File: config.mk
export PLATFORM = sky130hd
export DESIGN_NAME = config_memory_unit
export DESIGN_NICKNAME = d
export VERILOG_FILES = /design/src/rtl/cfg_mem_pkg.sv /design/src/rtl/cfg_history_ram.sv /design/src/rtl/config_memory_unit.sv
export SDC_FILE = /design/constraint.sdc
export NUM_CORES = 1
export LEC_CHECK = 0
export CAP_MARGIN = 20
export CORE_AREA = 2 2 163 165
export CTS_BUF_LIST = sky130_fd_sc_hd__clkbuf_4 sky130_fd_sc_hd__clkbuf_8 sky130_fd_sc_hd__clkbuf_16
export DETAILED_ROUTE_END_ITERATION = 8
export DIE_AREA = 0 0 165 167
export PLACE_DENSITY_LB_ADDON = 0.1
export SLEW_MARGIN = 25
export SYNTH_ARGS = -nofsm -noshare
export SYNTH_HDL_FRONTEND = slang
export SYNTH_SLANG_ARGS = --single-unit
File: constraint.sdc
create_clock -name clk -period 4.23 [get_ports clk]
set_clock_uncertainty 0.1 [all_clocks]
set_input_delay 1.269 -clock clk [delete_from_list [all_inputs] [get_ports clk]]
set_output_delay 1.269 -clock clk [all_outputs]
set_load 0.01 [all_outputs]
File: src/rtl/cfg_mem_pkg.sv
// Shared constants and helpers for the config memory unit: word/key widths,
// reset key, age-to-address mapping and the even-parity function.
package cfg_mem_pkg;

    localparam int              CFG_W     = 35;
    localparam int              KEY_W     = 2;
    localparam logic [KEY_W-1:0] KEY_INIT = 2'b10;
    localparam int              DEPTH_DEF = 8;

    // Age 0 is the slot just behind the write pointer; depth must be a power of 2.
    function automatic int unsigned age_to_addr(input int unsigned wr_ptr,
                                                input int unsigned age,
                                                input int unsigned depth);
        return (wr_ptr - 32'd1 - age) & (depth - 32'd1);
    endfunction

    function automatic logic cfg_parity(input logic [CFG_W-1:0] cfg);
        return ^cfg;
    endfunction

endpackage

File: src/rtl/cfg_history_ram.sv
// History storage: DEPTH x W array, synchronous write, registered read with
// a clear input so the read register can return zero for out-of-range ages.
module cfg_history_ram #(
    parameter int DEPTH = 8,
    parameter int W     = 35,
    parameter int AW    = $clog2(DEPTH)
) (
    input  logic          clk,
    input  logic          arst_n,
    input  logic          we,
    input  logic [AW-1:0] waddr,
    input  logic [W-1:0]  wdata,
    input  logic          re,
    input  logic [AW-1:0] raddr,
    input  logic          rclr,
    output logic [W-1:0]  rdata
);

    logic [W-1:0] mem [DEPTH];

    // Contents are deliberately not reset; the owner's count gates validity.
    always_ff @(posedge clk) begin
        if (we) begin
            mem[waddr] <= wdata;
        end
    end

    // Reads see the pre-write contents when the same slot is written this edge.
    always_ff @(posedge clk or negedge arst_n) begin
        if (!arst_n) begin
            rdata <= '0;
        end else if (re) begin
            rdata <= rclr ? '0 : mem[raddr];
        end
    end

endmodule

File: src/rtl/config_memory_unit.sv
// Config history buffer with active config, system key and age-indexed readback.
// Optional CFG_PARITY_EN adds a stored even-parity bit checked on readback.
module config_memory_unit
    import cfg_mem_pkg::*;
#(
    parameter int DEPTH = DEPTH_DEF
) (
    input  logic                     clk,
    input  logic                     arst_n,
    input  logic                     write_en,
    input  logic [CFG_W-1:0]         configin,
    input  logic                     rd_en,
    input  logic [$clog2(DEPTH)-1:0] rd_idx,
    output logic [CFG_W-1:0]         rd_data,
    output logic                     rd_valid,
    output logic                     rd_err,
    output logic                     rd_perr,
    output logic [CFG_W-1:0]         active_cfg,
    output logic [KEY_W-1:0]         syskey,
    output logic [$clog2(DEPTH):0]   count,
    output logic                     full,
    output logic [7:0]               wr_total
);

    localparam int AW = $clog2(DEPTH);
`ifdef CFG_PARITY_EN
    localparam int MEM_W = CFG_W + 1;
`else
    localparam int MEM_W = CFG_W;
`endif

    logic [AW-1:0]    wr_ptr;
    logic [AW-1:0]    rd_addr;
    logic             rd_miss;
    logic [MEM_W-1:0] wdata;
    logic [MEM_W-1:0] rdata_raw;

    // Read handshake: rd_en is always accepted (no ready); rd_valid pulses for
    // exactly one cycle after it, qualifying rd_data, rd_err and rd_perr.
    assign rd_miss = {1'b0, rd_idx} >= count;
    assign rd_addr = AW'(age_to_addr(32'(wr_ptr), 32'(rd_idx), DEPTH));
    assign full    = (count == (AW+1)'(DEPTH));

`ifdef CFG_PARITY_EN
    assign wdata   = {cfg_parity(configin), configin};
    assign rd_perr = rd_valid & ~rd_err &
                     (cfg_parity(rdata_raw[CFG_W-1:0]) != rdata_raw[CFG_W]);
`else
    assign wdata   = configin;
    assign rd_perr = 1'b0;
`endif

    assign rd_data = rdata_raw[CFG_W-1:0];

    cfg_history_ram #(
        .DEPTH (DEPTH),
        .W     (MEM_W),
        .AW    (AW)
    ) u_ram (
        .clk    (clk),
        .arst_n (arst_n),
        .we     (write_en),
        .waddr  (wr_ptr),
        .wdata  (wdata),
        .re     (rd_en),
        .raddr  (rd_addr),
        .rclr   (rd_miss),
        .rdata  (rdata_raw)
    );

    // Read metadata uses the pre-commit count so a same-cycle write is invisible.
    always_ff @(posedge clk or negedge arst_n) begin
        if (!arst_n) begin
            wr_ptr     <= '0;
            count      <= '0;
            wr_total   <= '0;
            active_cfg <= '0;
            syskey     <= KEY_INIT;
            rd_valid   <= 1'b0;
            rd_err     <= 1'b0;
        end else begin
            if (write_en) begin
                wr_ptr     <= wr_ptr + AW'(1);
                active_cfg <= configin;
                syskey     <= configin[KEY_W-1:0];
                if (!full) begin
                    count <= count + (AW+1)'(1);
                end
                if (wr_total != 8'hFF) begin
                    wr_total <= wr_total + 8'd1;
                end
            end
            rd_valid <= rd_en;
            rd_err   <= rd_en & rd_miss;
        end
    end

endmodule
==> results of run 1 <==
[worst max-delay path: stages]
cell and delay, ns:
clkdlybuf4s50_1 0.46, inv_1 0.08, ha_4 0.16, fa_4 0.94, buf_4 0.31, mux4_2 0.35, mux2i_1 0.17, o22ai_1 0.09
[flip-flops by register name (all words and copies together) (netlist names)]
name,flops
active_cfg,35
rd_valid,1
wr_ptr,3
wr_total,8
count,4
rd_err,1
u_ram.mem,280
u_ram.rdata,35
syskey,1
[logic make-up after synthesis]
kind of cell	count (synthesis)
flops	368
mux	142
buf+inv	80
compound gates	42
simple gates	31
xor+xnor	14
fa+ha+maj	9
other cells	1
[cell type report]
class                           count  area (um2)
Tap cell                          335       419.2
Clock inverter                     11       152.6
Timing Repair Buffer              149        1577
Fill cell                        1694        8514
Inverter                           46       172.7
Multi-Input combinational cell    239        3137
Sequential cell                   368       10610
Clock buffer                       59        1180
[metal layers]
metal,track usage (%),share of wire [%]
met4,5.822,2.1
met1,29.28,41
met3,4.085,5.7
met2,35.45,51
met5,0,0.057
[metrics by stage]
step | hold WS, ns | cell area [um2] | utilization [%]
floorplan | 0.3742 | 14050 | -
global placement | 0.3599 | 15920 | 61.78
detailed placement | 0.3701 | 15920 | 61.78
CTS | 0.3722 | 17250 | 66.95
global route | 0.4208 | 17250 | 66.95
finish | 0.3672 | 17250 | 66.95
[report_power, final]
group / internal [W] / switching, W
logic: 0.00204 / 0.00190
registers: 0.00457 / 0.000305
clock network: 0.00217 / 0.00128
[layout by cell type, fill, tap and decap left out, types with 5 or more instances in the layout]
cell type	count
xnor2_1	7
edfxtp_1	280
mux2i_1	35
buf_4	10
ha_1	7
mux2_2	37
o22ai_1	35
nor2_4	6
dfrtp_1	87
mux4_2	70
buf_12	12
clkdlybuf4s50_1	125
clkbuf_4	15
xor2_1	5
clkbuf_16	41
inv_1	46
nand2_1	8
[worst max-delay path by stage]
| stage | start | end | slack [ns] | depth (start not counted) |
|---|---|---|---|---|
| finish | rd_idx[0] | u_ram.rdata[9] | 0.67 | 8 |
| global route | rd_idx[0] | u_ram.rdata[9] | 0.61 | 8 |
| CTS | rd_idx[0] | u_ram.rdata[9] | 0.68 | 8 |
| detailed placement | rd_idx[0] | u_ram.rdata[28] | 0.17 | 8 |
| global placement | rd_idx[0] | u_ram.rdata[19] | 0.21 | 8 |
| floorplan | write_en | u_ram.mem[3][0] | 0.26 | 4 |
==> key figures, run 1 <==
Worst hold path
  • Worst min-delay path startpoint: syskey[1]
  • Worst hold path type: flip-flop to flip-flop
  • WHS Path Cells: 2
  • Endpoint, Worst Hold: syskey[1]

Power and ir drop
  • PwrDens: slightly above 700 nW/um2
  • Leak Pwr: 6.143 nW
  • Worst IR drop on VDD: 0.6383 mV
  • Tot Pwr: around 0.012 W

Synthesis
  • Area leader, netlist: edfxtp_1
  • Seq/Total Area, Yosys: approximately 76%
  • Top cells by count, synth: edfxtp_1 (280), dfrtp_1 (87), mux4_2 (70)
  • Ys flop type: edfxtp_1
  • Syn avg cell area: around 20 um2
  • Synth cell types: 35
  • Syn Nets: ~740
  • Ys async rst share: about a quarter
  • Synth Area in Compound Gates: between 1.5 and 2%
  • Post-Synth Adder-Cell Area: less than 1%
  • Synth top area cells: edfxtp_1 (60%), dfrtp_1 (16%), mux4_2 (11%), mux2_2 (3.0%), mux2i_1 (2.5%)
  • Synth warnings: 0
  • Mux contribution to synthesized area: between 10% and 20%
  • #FFs+latches synth: between 300 and 400
  • Mapped Cells: 687
  • Number of synthesized flops with an enable pin: 280
  • Post-Syn Area: ~14000 um2
  • Combinational family with the most area after synthesis: multiplexers
  • Most common cell in the synthesized netlist: edfxtp_1
  • Synth Area in XOR/XNOR: approximately 1.1%
  • Synth top area share: about three fifths
  • Fraction of the mapped netlist area in simple logic gates: roughly 1.0%

Place
  • Gpl congestion: between 0.7 and 0.8
  • Port-buffer cells: approximately 130
  • HPWL after DPL: about 15000 um
  • Placed insts: approximately 1100
  • Worst slack at placement: between 0.15 and 0.2 ns

Critical path
  • Worst-path fanout max: 15
  • Reg-to-Reg End: u_ram.rdata[9]
  • Worst EP required: about 4.5 ns
  • Critical Path AT: 3.84 ns
  • R2R depth: 6
  • Endpoint class of the critical path: flip-flop
  • CP startpoint kind: input pin
  • Critical R2R Launch: wr_ptr[0]
  • CP Class: input pin to flip-flop
  • R2R Setup Slk: around 1.4 ns

STA
  • Rel. slew slack: 44.59%
  • TNS Setup: 0 ns
  • Pin slew with the least headroom to its limit: between 0.8 and 0.9 ns
  • Fin crit share: a little over four fifths
  • Worst setup margin: between 0.6 and 0.7 ns
  • Tmin final: 3.558 ns
  • Peak Freq: 281.0 MHz
  • Unrepaired setup endpoints after global routing: no
  • Slew Viols, Final: 0
  • Final setup vio count: 0
  • Fin. Hold Viols: 0

Clocking
  • CTS tree: done
  • Clock H-tree levels: 2
  • Clock sink count: 368
  • Cts hold-fix bufs: 0
  • Worst-Skew Late Latency: slightly above 0.5 ns
  • CTS Buf Count: 38
  • Post-CTS resize count: 0
  • Bufs on Longest Clock Path: 3
  • Setup bufs post-CTS: 0
  • Worst-path clk slew: roughly 0.06 ns
  • Clock root buffer: clkbuf_16

Global routing
  • Vias in the first global route: between 7000 and 8000
  • All-Layer GR Usage: about a fifth
  • First-pass GRT wire length: 43730 um
  • Pin count of the biggest net entering global routing: 56
  • Initial antenna violation count: 1
  • Gr ovfl total: 0

Drt
  • Post-detailed-route via-to-cell ratio: ~5.7
  • DRT iter0 DRCs: 635
  • Router iterations before antenna repair: 5
  • Routed Antenna Nets: 0
  • Routed len/inst: approximately 23 um
  • Final wirelength: 27910 um
  • Post-route DRC: 0
  • Via count: a little under 7000

Die
  • Area of the core: 25760 um2
  • Die ar.: ~28000 um2
  • Starting Density: around 54%
  • Rows: ~60
  • Die width: ~170 um
  • I/O pin count: 130
  • Die Ht: around 170 um

Finish
  • Layout cells sized above 1: 24.31%
  • Area growth syn-to-layout: 22.86%
  • Final Non-Filler Cells: about 1200
  • Antenna fix cells: 0
  • Nets: around 890

Run
  • Max Cap Viol: 0

Run status
  • Status: finished clean
No activity file was read; power rests on OpenSTA's default activity.
==> run 2, diff against run 1 <==
- CORE_AREA: 2 2 163 165 -> 2 2 169 171
- DIE_AREA: 0 0 165 167 -> 0 0 171 173
- clock period: 4.23 -> 2.9 ns (I/O delays scaled with it)
==> run 2 against run 1 <==
Effect of this change: sequential cell count stayed put; routed wire length is 6.5% higher; design area is 3.3% higher; critical path type unchanged; largest cell class unchanged; highest routed layer is now met4.
==> key figures, run 2 (synthesis results as in run 1) <==
Clocking
  • Clock H-tree levels: 2 (unchanged)
  • Clock root buffer: clkbuf_16 (unchanged)
  • Clock sink count: 368 (unchanged)
  • Worst-path clk slew: 0.06 ns (about the same)
  • Bufs on Longest Clock Path: 3 (unchanged)
  • Cts hold-fix bufs: 0 (unchanged)
  • CTS Buf Count: 38 (unchanged)
  • Worst-Skew Late Latency: 0.52 ns (was 0.51 ns)
  • CTS tree: done (unchanged)

Die
  • Starting Density: 50.82% (was 54.49%)
  • Die Ht: 173 um (was 167 um)
  • Rows: 61 (was 59)
  • I/O pin count: 130 (unchanged)
  • Die width: 171 um (was 165 um)
  • Die ar.: 29580 um2 (was 27560 um2)
  • Area of the core: 27630 um2 (was 25760 um2)

Drt
  • Routed Antenna Nets: 0 (unchanged)
  • DR top layer: met4 (was met5)
  • Router iterations before antenna repair: 5 (unchanged)
  • Post-Route M1 WL: 12900 um (was 11400 um)
  • Post-detailed-route via-to-cell ratio: 5.502 (was 5.711)
  • Post-route DRC: 0 (unchanged)
  • Final wirelength: 29720 um (was 27910 um)
  • DR WL met2: 15000 um (was 14300 um)
  • Routed len/inst: 23.13 um (about the same)
  • Via count: 7070 (was 6893)
  • DRT iter0 DRCs: 608 (was 635)
  • Met3 WL: 1243 um (was 1597 um)

Critical path
  • Delay-heaviest family, CP: adder cells (unchanged)
  • Critical Path AT: 3.09 ns (was 3.84 ns)
  • Endpoint class of the critical path: flip-flop (unchanged)
  • Worst-path fanout max: 6 (was 15)
  • CP startpoint: rd_idx[0] (unchanged)
  • Slowest stage delay, CP: 0.82 ns (was 0.94 ns)
  • Critical-path top delay cell: fa_4 (unchanged)
  • Buf/Inv on CP: 6 (was 3)
  • Critical R2R Launch: wr_ptr[0] (unchanged)
  • CP Cell Sequence: dlygate4sd2_1 -> inv_2 -> ha_4 -> fa_4 -> buf_12 -> buf_12 -> buf_12 -> buf_16 -> mux4_2 -> mux2i_1 -> o22ai_1 (was clkdlybuf4s50_1 -> inv_1 -> ha_4 -> fa_4 -> buf_4 -> mux4_2 -> mux2i_1 -> o22ai_1)
  • Most common cell on crit path: buf_12
  • CP Class: input pin to flip-flop (unchanged)
  • CP startpoint kind: input pin (unchanged)
  • Worst EP required: 3.19 ns (was 4.51 ns)

STA
  • Slew Viols, Final: 0 (unchanged)
  • Rel. slew slack: 64.40% (was 44.59%)
  • Final setup vio count: 0 (unchanged)
  • Fin crit share: a little over nine tenths
  • TNS Setup: 0 ns (unchanged)
  • Pin slew with the least headroom to its limit: 0.5341 ns (was 0.8312 ns)
  • Unrepaired setup endpoints after global routing: no (unchanged)
  • Fin. Hold Viols: 0 (unchanged)
  • Tmin final: about 2.8 ns
  • Peak Freq: 356.9 MHz
  • Worst setup margin: 0.09793 ns (was 0.6715 ns)
  • Hold Slack: 0.1958 ns (was 0.3672 ns)

Place
  • Placed insts: 1202 (was 1137)
  • HPWL after DPL: 17120 um (was 15240 um)
  • Gpl congestion: 0.7611 (was 0.7356)
  • Worst slack at placement: -0.6550 ns (was 0.1694 ns)
  • Port-buffer cells: 128 (unchanged)

Finish
  • Layout cells sized above 1: 27.67% (was 24.31%)
  • Number of fill cells: 1924 (was 1694)
  • Nets: 929 (was 893)
  • Register area: 10610 um2 (about the same)
  • Max FFs per register: 280 (unchanged)
  • Top Registers: u_ram.mem x280, active_cfg x35, u_ram.rdata x35 (unchanged)
  • Area growth syn-to-layout: 26.89% (was 22.86%)
  • Leading cell type in the layout, fill and taps excluded: edfxtp_1 (unchanged)
  • Antenna fix cells: 0 (unchanged)
  • Commonest cells after routing, fill and taps aside: edfxtp_1 (280), clkdlybuf4s50_1 (122), dfrtp_1 (86), mux4_2 (70), inv_1 (45) (was edfxtp_1 (280), clkdlybuf4s50_1 (125), dfrtp_1 (87), mux4_2 (70), inv_1 (46))
  • Top reg by flops: u_ram.mem (unchanged)
  • Final Non-Filler Cells: 1285 (was 1207)
  • Multi-input logic area: 3141 um2 (was 3137 um2)

Run
  • Max Cap Viol: 0 (unchanged)

Worst hold path
  • Worst hold path type: input pin to asynchronous set/reset pin (was flip-flop to flip-flop)

Global routing
  • Initial antenna violation count: 0 (was 1)
  • All-Layer GR Usage: 20.81% (was 21.36%)
  • Pin count of the biggest net entering global routing: 46 (was 56)
  • First-pass GRT wire length: 45440 um (was 43730 um)
  • Gr ovfl total: 0 (unchanged)
  • Vias in the first global route: 7574 (was 7600)

Run status
  • Status: finished clean (unchanged)

Power and ir drop
  • Tot Pwr: 0.01916 W (was 0.01226 W)
  • PwrDens: 1076 nW/um2 (was 710.8 nW/um2)
  • Worst IR drop on VDD: 0.5358 mV (was 0.6383 mV)
  • Leak Pwr: 6.437 nW (was 6.143 nW)
[run 2: changes by cell type in the layout (fill, tap and decap cells not counted), sizes merged]
cell and delta:
buf +35, clkdlybuf4s50 -3, clkinv +4, bufinv +2
dlygate4sd2 +2, inv +1, dlymetal6s2s +1, bufbuf +1
clkbuf -8
[run 2: cell type report]
| class | count | area share, % |
|---|---|---|
| Multi-Input combinational cell | 239 | 17.63 |
| Tap cell | 378 | 2.655 |
| Timing Repair Buffer | 185 | 11.72 |
| Inverter | 46 | 0.9692 |
| Clock buffer | 51 | 6.089 |
| Sequential cell | 368 | 59.57 |
| Clock inverter | 18 | 1.363 |
[run 2: power breakdown]
group | internal [W] | leakage (nW) | total [W] | switching (W)
Clock | 0.00317 | 0.665 | 0.00511 | 0.00194
Sequential | 0.00667 | 3.61 | 0.00709 | 0.000426
Combinational | 0.00390 | 2.16 | 0.00697 | 0.00307
Total | 0.0137 | 6.44 | 0.0192 | 0.00543
[run 2: final timing paths]
check	end	cells past startpoint	slack [ns]
setup / recovery	u_ram.rdata[20]	11	0.1
hold / removal	u_ram.rdata[26]	1	0.20
setup reg to reg	u_ram.rdata[20]	9	0.31
hold reg to reg	syskey[1]	2	0.39
max in group asynchronous	syskey[1]	2	1.84
min in group clk	syskey[1]	2	0.39
[run 2: what timing repair did]
item,in CTS,in global routing
setup buffers,9,1
cloned,5,0
gates resized for setup,15,1
endpoints found under the hold margin,0,0
setup endpoints to repair,26,10
pin swaps,2,1
[run 2: stage by stage]
| step | util (%) | cell area, um2 |
|---|---|---|
| final | 64.48 | 17810 |
| after detailed placement | 58.63 | 16200 |
| after global routing | 64.48 | 17810 |
| after CTS | 64.44 | 17800 |
| after global placement | 58.63 | 16200 |
| after floorplan | - | 14080 |
[run 2: metal layers]
metal	up-vias	global-route usage (%)
met4	0	5.120
li1	3083	-
met5	-	0
met3	49	3.204
met1	3739	29.13
met2	199	34.68
